**src/rtl/y86_prefetch_buffer.sv**
```systemverilog
// Y86-64 instruction prefetch buffer: fetches aligned 64-bit words into a
// circular byte queue and presents the length-decoded head instruction to fetch.
module y86_prefetch_buffer #(
  parameter int unsigned DEPTH    = 16,
  parameter logic [63:0] RESET_PC = 64'h0
) (
  input  logic        clk,
  input  logic        rst_n,
  input  logic        redirect_valid,
  input  logic [63:0] redirect_pc,
  output logic        out_valid,
  input  logic        out_ready,
  output logic [79:0] out_bytes,
  output logic [63:0] out_pc,
  output logic [3:0]  out_len,
  output logic        out_imem_error,
  output logic        mem_req,
  output logic [63:0] mem_addr,
  input  logic        mem_gnt,
  input  logic        mem_rvalid,
  input  logic [63:0] mem_rdata,
  input  logic        mem_rerror
);

  localparam int unsigned AW         = $clog2(DEPTH);
  localparam int unsigned CW         = AW + 1;
  localparam int unsigned WORD_BYTES = 8;
  localparam int unsigned OUT_BYTES  = 10;

  typedef enum logic [1:0] {
    ST_IDLE = 2'd0,
    ST_REQ  = 2'd1,
    ST_WAIT = 2'd2
  } state_t;

  state_t        r_state;
  logic [7:0]    r_q [DEPTH];
  logic [AW-1:0] r_head;
  logic [AW-1:0] r_tail;
  logic [CW-1:0] r_count;
  logic [63:0]   r_head_pc;
  logic [63:0]   r_fetch_addr;
  logic [2:0]    r_skip;
  logic          r_drop;
  logic          r_err;
  logic          r_mem_req;
  logic [63:0]   r_mem_addr;

  logic [3:0]    w_len;
  logic          w_has_instr;
  logic          w_err_state;
  logic          w_consume;
  logic          w_resp;
  logic          w_wr;
  logic          w_space_ok;
  logic [CW-1:0] w_written;
  logic [CW-1:0] w_consumed;

  // Length decode from the head icode; unknown icodes are passed through as 1 byte
  always_comb begin
    w_len = 4'd1;
    case (r_q[r_head][7:4])
      4'h0, 4'h1, 4'h9:       w_len = 4'd1;
      4'h2, 4'h6, 4'hA, 4'hB: w_len = 4'd2;
      4'h3, 4'h4, 4'h5:       w_len = 4'd10;
      4'h7, 4'h8:             w_len = 4'd9;
      default:                w_len = 4'd1;
    endcase
  end

  // A complete head instruction is delivered even after a later word faulted
  assign w_has_instr = (r_count >= CW'(w_len));
  assign w_err_state = r_err && !w_has_instr;
  assign w_consume   = w_has_instr && out_ready && !redirect_valid;
  assign w_consumed  = w_consume ? CW'(w_len) : '0;

  assign w_resp     = (r_state == ST_WAIT) && mem_rvalid;
  assign w_wr       = w_resp && !r_drop && !mem_rerror && !redirect_valid;
  assign w_written  = w_wr ? CW'(4'd8 - {1'b0, r_skip}) : '0;
  assign w_space_ok = (CW'(DEPTH) - r_count) >= CW'(WORD_BYTES);

  assign out_valid      = w_has_instr || r_err;
  assign out_imem_error = w_err_state;
  assign out_len        = w_err_state ? 4'd0 : w_len;
  assign out_pc         = r_head_pc;
  assign mem_req        = r_mem_req;
  assign mem_addr       = r_mem_addr;

  // Gather the head bytes, wrapping around the end of the queue
  always_comb begin
    out_bytes = '0;
    for (int i = 0; i < int'(OUT_BYTES); i++) begin
      out_bytes[8*i +: 8] = r_q[r_head + AW'(i)];
    end
  end

  // Response payload: bytes below the entry skip offset are not part of the stream
  always_ff @(posedge clk) begin
    if (w_wr) begin
      for (int j = 0; j < int'(WORD_BYTES); j++) begin
        if (3'(j) >= r_skip) begin
          r_q[r_tail + AW'(j) - AW'(r_skip)] <= mem_rdata[8*j +: 8];
        end
      end
    end
  end

  // Queue pointers, PC tracking and the single-outstanding memory FSM
  always_ff @(posedge clk or negedge rst_n) begin
    if (!rst_n) begin
      r_state      <= ST_IDLE;
      r_head       <= '0;
      r_tail       <= '0;
      r_count      <= '0;
      r_head_pc    <= RESET_PC;
      r_fetch_addr <= {RESET_PC[63:3], 3'b000};
      r_skip       <= RESET_PC[2:0];
      r_drop       <= 1'b0;
      r_err        <= 1'b0;
      r_mem_req    <= 1'b0;
      r_mem_addr   <= '0;
    end else if (redirect_valid) begin
      r_head       <= '0;
      r_tail       <= '0;
      r_count      <= '0;
      r_err        <= 1'b0;
      r_head_pc    <= redirect_pc;
      r_fetch_addr <= {redirect_pc[63:3], 3'b000};
      r_skip       <= redirect_pc[2:0];
      r_mem_req    <= 1'b0;
      case (r_state)
        ST_REQ: begin
          // A granted request still owes a response that must be discarded
          if (mem_gnt) begin
            r_state <= ST_WAIT;
            r_drop  <= 1'b1;
          end else begin
            r_state <= ST_IDLE;
          end
        end
        ST_WAIT: begin
          if (mem_rvalid) begin
            r_state <= ST_IDLE;
            r_drop  <= 1'b0;
          end else begin
            r_state <= ST_WAIT;
            r_drop  <= 1'b1;
          end
        end
        default: r_state <= ST_IDLE;
      endcase
    end else begin
      r_count <= r_count - w_consumed + w_written;
      if (w_consume) begin
        r_head    <= r_head + AW'(w_len);
        r_head_pc <= r_head_pc + 64'(w_len);
      end
      case (r_state)
        ST_IDLE: begin
          if (w_space_ok && !r_err && !r_drop) begin
            r_state    <= ST_REQ;
            r_mem_req  <= 1'b1;
            r_mem_addr <= r_fetch_addr;
          end
        end
        ST_REQ: begin
          if (mem_gnt) begin
            r_state      <= ST_WAIT;
            r_mem_req    <= 1'b0;
            r_fetch_addr <= r_fetch_addr + 64'd8;
          end
        end
        ST_WAIT: begin
          if (mem_rvalid) begin
            r_state <= ST_IDLE;
            if (r_drop) begin
              r_drop <= 1'b0;
            end else if (mem_rerror) begin
              r_err <= 1'b1;
            end else begin
              r_tail <= r_tail + AW'(w_written);
              r_skip <= 3'd0;
            end
          end
        end
        default: begin
          r_state   <= ST_IDLE;
          r_mem_req <= 1'b0;
        end
      endcase
    end
  end

endmodule
```
**config.mk**
```make
export PLATFORM = sky130hd
export DESIGN_NAME = y86_prefetch_buffer
export DESIGN_NICKNAME = d
export VERILOG_FILES = /design/src/rtl/y86_prefetch_buffer.sv
export SDC_FILE = /design/constraint.sdc
export NUM_CORES = 2
export LEC_CHECK = 0
export ABC_AREA = 1
export ABC_CLOCK_PERIOD_IN_PS = 6200
export BUFFER_PORTS_ARGS = -buffer_cell sky130_fd_sc_hd__buf_4
export CORE_MARGIN = 5
export CORE_UTILIZATION = 35
export CTS_CLUSTER_DIAMETER = 30
export DETAILED_ROUTE_END_ITERATION = 8
export SETUP_SLACK_MARGIN = 0.2
export SLEW_MARGIN = 20
export SYNTH_ARGS = -nofsm -noshare
export SYNTH_HDL_FRONTEND = slang
export SYNTH_SLANG_ARGS = --single-unit
```
**constraint.sdc**
```tcl
create_clock -name clk -period 6.2 [get_ports clk]
set_input_delay 0.62 -clock clk [delete_from_list [all_inputs] [get_ports clk]]
set_output_delay 0.62 -clock clk [all_outputs]
set_load 0.01 [all_outputs]
```
==> flow_results.xml <==
<?xml version="1.0" encoding="UTF-8"?>
<metrics>
  <group name="sta">
    <metric name="finalSetupTns" unit="ns">0</metric>
    <metric name="hold_viol_final" unit="">0</metric>
    <metric name="worst-slew-pin-transition" unit="ns">1.11</metric>
    <metric name="timing.clock.skew" unit="ns">0.0831</metric>
    <metric name="fin_crit_sh" unit="%">89.8</metric>
    <metric name="slew_violations" unit="">0</metric>
    <metric name="achievable-frequency" unit="MHz">180</metric>
    <metric name="unrepaired_setup_endpoints_after_global_routing" unit="">no</metric>
    <metric name="max_slew_margin" unit="%">25.8</metric>
    <metric name="final_count_of_negative_setup_slack_endpoints" unit="">0</metric>
    <metric name="fin_ws" unit="ns">0.635</metric>
    <metric name="worst_hold_margin" unit="ns">0.244</metric>
    <metric name="period_needed" unit="ns">5.57</metric>
  </group>
  <group name="global_routing">
    <metric name="grt_max_degree" unit="">127</metric>
    <metric name="global_route.overflow_total" unit="">0</metric>
    <metric name="grt_first_pass_wirelength" unit="um">271000</metric>
    <metric name="track_usage" unit="%">35.8</metric>
    <metric name="vias_in_the_first_global_route" unit="">38698</metric>
    <metric name="grt_antenna_before_repair" unit="">1</metric>
  </group>
  <group name="clock_tree">
    <metric name="ctsLongestPathBuffers" unit="">3</metric>
    <metric name="cts.sinks" unit="">335</metric>
    <metric name="worst_setup_hold_path_clk_slew" unit="ns">0.05</metric>
    <metric name="number_of_buffers_inserted_during_clock_tree_synthesis" unit="">86</metric>
    <metric name="cts_max_level" unit="">3</metric>
    <metric name="tritoncts" unit="">done</metric>
    <metric name="worstSkewPairLatency" unit="ns">0.66</metric>
    <metric name="clock-root-buffer" unit="">sky130_fd_sc_hd__clkbuf_16</metric>
  </group>
  <group name="cells_and_area">
    <metric name="stdcell_area" unit="um^2">40600</metric>
    <metric name="layout.cells.most_common" unit="">sky130_fd_sc_hd__nand2_1</metric>
    <metric name="antenna-diode-count" unit="">0</metric>
    <metric name="finalNetCount" unit="">5989</metric>
    <metric name="fin_util" unit="%">42.2</metric>
    <metric name="mostFrequentLayoutCells" unit="">sky130_fd_sc_hd__nand2_1, sky130_fd_sc_hd__inv_1, sky130_fd_sc_hd__o21ai_0, sky130_fd_sc_hd__a21oi_1, sky130_fd_sc_hd__buf_4</metric>
    <metric name="post_route_cells_drive_above_1_share" unit="%">13.2</metric>
    <metric name="finish.cell_count_without_fillers" unit="">7147</metric>
    <metric name="area_growth_syn_to_layout" unit="%">20.0</metric>
  </group>
  <group name="placed_design">
    <metric name="placement.io_buffers" unit="">345</metric>
    <metric name="placed_cells" unit="">6982</metric>
    <metric name="place_area" unit="um^2">37300</metric>
    <metric name="place_hpwl" unit="um">156000</metric>
    <metric name="placement.setup.worst_slack" unit="ns">0.445</metric>
    <metric name="gpl.final_weighted_congestion" unit="">1.04</metric>
  </group>
  <group name="detailed_routing">
    <metric name="number_of_drc_markers_in_iteration_0" unit="">5636</metric>
    <metric name="routed_wl" unit="um">193000</metric>
    <metric name="drt-wirelength-per-cell" unit="um">27.0</metric>
    <metric name="vias" unit="">41185</metric>
    <metric name="via_per_inst" unit="">5.76</metric>
    <metric name="ant_nets" unit="">0</metric>
    <metric name="detailed_routing_iterations_pass_1" unit="">7</metric>
    <metric name="remaining_drc_errors" unit="">0</metric>
  </group>
  <group name="hold_path">
    <metric name="worst_hold_path.num_cells" unit="">3</metric>
    <metric name="holdCritStartpoint" unit="">redirect_pc[1]</metric>
    <metric name="worst_hold_endpoint" unit="">r_skip[1]</metric>
    <metric name="hold_path_class" unit="">in -&gt; reg</metric>
  </group>
  <group name="yosys">
    <metric name="synth_top_family_by_area" unit="">simple AND/OR/NAND/NOR gates</metric>
    <metric name="average_cell_area_after_synthesis" unit="um^2">6.08</metric>
    <metric name="ys.warnings.count" unit="">0</metric>
    <metric name="ys_seq_area_share" unit="%">26.7</metric>
    <metric name="synth_simple_gate_area_share" unit="%">37.2</metric>
    <metric name="yosysTopAreaCell" unit="">sky130_fd_sc_hd__nand2_1</metric>
    <metric name="xor_xnor_share_of_the_synthesized_area" unit="%">3.11</metric>
    <metric name="synth_enable_flop_cells" unit="">128</metric>
    <metric name="synth_mux_area_share" unit="%">0.492</metric>
    <metric name="synth_flop_cell" unit="">sky130_fd_sc_hd__dfrtp_1</metric>
    <metric name="yosys_register_bits" unit="">335</metric>
    <metric name="cell_area_after_technology_mapping" unit="um^2">33800</metric>
    <metric name="adder_cell_share_of_the_synthesized_area" unit="%">2.44</metric>
    <metric name="netlist_top_cells_area" unit="">sky130_fd_sc_hd__nand2_1, sky130_fd_sc_hd__dfrtp_1, sky130_fd_sc_hd__edfxtp_1</metric>
    <metric name="synth_cell_type_count" unit="">65</metric>
    <metric name="synth.top_cell.area_share" unit="%">21.2</metric>
    <metric name="compound_gate_fraction_of_synth_area" unit="%">19.8</metric>
    <metric name="netlist_instances" unit="">5568</metric>
    <metric name="asyncSetResetFlopFracSynth" unit="%">61.8</metric>
  </group>
  <group name="worst_setup_path">
    <metric name="end_of_the_worst_register_to_register_path" unit="">r_count[4]</metric>
    <metric name="cp_num_buf_inv" unit="">4</metric>
    <metric name="max_stage_delay_cell_worst_path" unit="">sky130_fd_sc_hd__dfrtp_4</metric>
    <metric name="ff2ff_path_depth" unit="">29</metric>
    <metric name="timing.setup.critical_path_class" unit="">reg -&gt; reg</metric>
    <metric name="critPathTopFamily" unit="">simple AND/OR/NAND/NOR gates</metric>
    <metric name="crit_path_end_kind" unit="">register</metric>
    <metric name="cp_common_cell" unit="">sky130_fd_sc_hd__nand2_1</metric>
    <metric name="critical_path_arrival" unit="ns">6.06</metric>
    <metric name="reg2reg_slack" unit="ns">0.63</metric>
    <metric name="critPathMaxFanout" unit="">41</metric>
    <metric name="timing.critical_path.required" unit="ns">6.70</metric>
    <metric name="startpoint_types" unit="">register</metric>
    <metric name="crit_start" unit="">r_head[0]</metric>
    <metric name="critical-path-max-stage-delay" unit="ns">0.56</metric>
    <metric name="critical_path.reg2reg.startpoint" unit="">r_head[0]</metric>
  </group>
  <group name="pwr">
    <metric name="p_leak" unit="nW">18.4</metric>
    <metric name="power.density" unit="nW/um^2">449</metric>
    <metric name="irDropWorstVdd" unit="uV">420</metric>
    <metric name="power.total" unit="mW">18.2</metric>
  </group>
  <group name="die">
    <metric name="start_util" unit="%">35.1</metric>
    <metric name="design.core.area" unit="um^2">96300</metric>
    <metric name="fp.dieH" unit="um">321</metric>
    <metric name="die-area" unit="um^2">103000</metric>
    <metric name="io_pins" unit="">350</metric>
    <metric name="fp.dieW" unit="um">321</metric>
    <metric name="floorplan_row_count" unit="">114</metric>
  </group>
  <group name="run">
    <metric name="max_cap_violations" unit="">0</metric>
  </group>
  <group name="status">
    <metric name="status" unit="">finished, final reports clean</metric>
  </group>
</metrics>
==> cells in the mapped netlist (all sizes together), types with 18 or more instances <==
cell / count
nor3: 83
and2: 21
o22ai: 26
ha: 42
nand4: 63
buf: 109
nand2: 1940
xor2: 99
xnor2: 19
dfrtp: 207
nand3: 372
o221ai: 18
o211ai: 90
a32o: 23
clkbuf: 156
edfxtp: 128
nor2: 439
inv: 595
a21oi: 404
a31oi: 40
o21ai: 577
==> routing by layer <==
layer	vias to the layer above	global-route usage (%)	routed length, um
met5	-	0	13
met4	2	20.8	14300
met3	586	4.65	15500
met2	2347	60.1	89800
met1	19474	44.3	73600
li1	18776	-	-
==> logic make-up (layout without fill, tap and decap cells) <==
family,after synthesis,after routing
mux,16,16
simple gates,2955,2955
flops,335,335
compound gates,1215,1215
buf+inv,871,1171
fa+ha+maj,57,57
other cells,1,4
xor+xnor,118,118
==> what timing repair did <==
item / CTS / global route
buffers inserted: 0 / 1
hold endpoints to repair: 62 / 0
hold buffers: 1 / 0
gates resized for setup: 0 / 1
endpoints found under the setup margin: 0 / 1
==> sequential cells by signal, summed over array words and instances, names as in the netlist <==
name and flops:
mem_addr 61, mem_req 1, out_pc 64, r_count 5, r_drop 1, r_err 1
r_fetch_addr 61, r_head 4, r_q 128, r_skip 3, r_state 2, r_tail 4
==> report_power, final <==
part	total (mW)	leakage, nW	switching [mW]	internal, mW
combinational	9.87	13.2	6.43	3.43
sequential	3.46	3.69	0.674	2.78
clock	4.92	1.54	1.53	3.39
total	18.2	18.4	8.64	9.61
==> worst register-to-register path, delay by kind of cell (launching register included) <==
kind	cells	cell delay, ns
flip-flops	1	0.56
XOR/XNOR	1	0.16
buffers and inverters	4	0.78
adder cells (fa/ha/maj)	4	1.15
AND/OR/NAND/NOR	14	1.54
AO/OA/AOI/OAI	6	1.30
==> cell type report <==
cell class / count / area (um^2)
clock buffer: 101 / 2310
tap: 1276 / 1600
inverter: 606 / 2290
timing repair buffer: 403 / 3080
fill: 10463 / 55700
multi-input combinational: 4365 / 21400
clock inverter: 61 / 925
sequential: 335 / 9030
==> worst max path at each step <==
stage                             to  slack [ns]  cells after the start
after detailed placement  r_count[4]        0.44                     29
after CTS                 r_count[4]        0.50                     29
after global placement    r_count[4]        0.41                     29
after floorplan           r_count[4]        1.29                     31
final                     r_count[4]        0.63                     29
after global routing      r_count[4]        0.24                     32
Power figures use the tool's default switching activity.
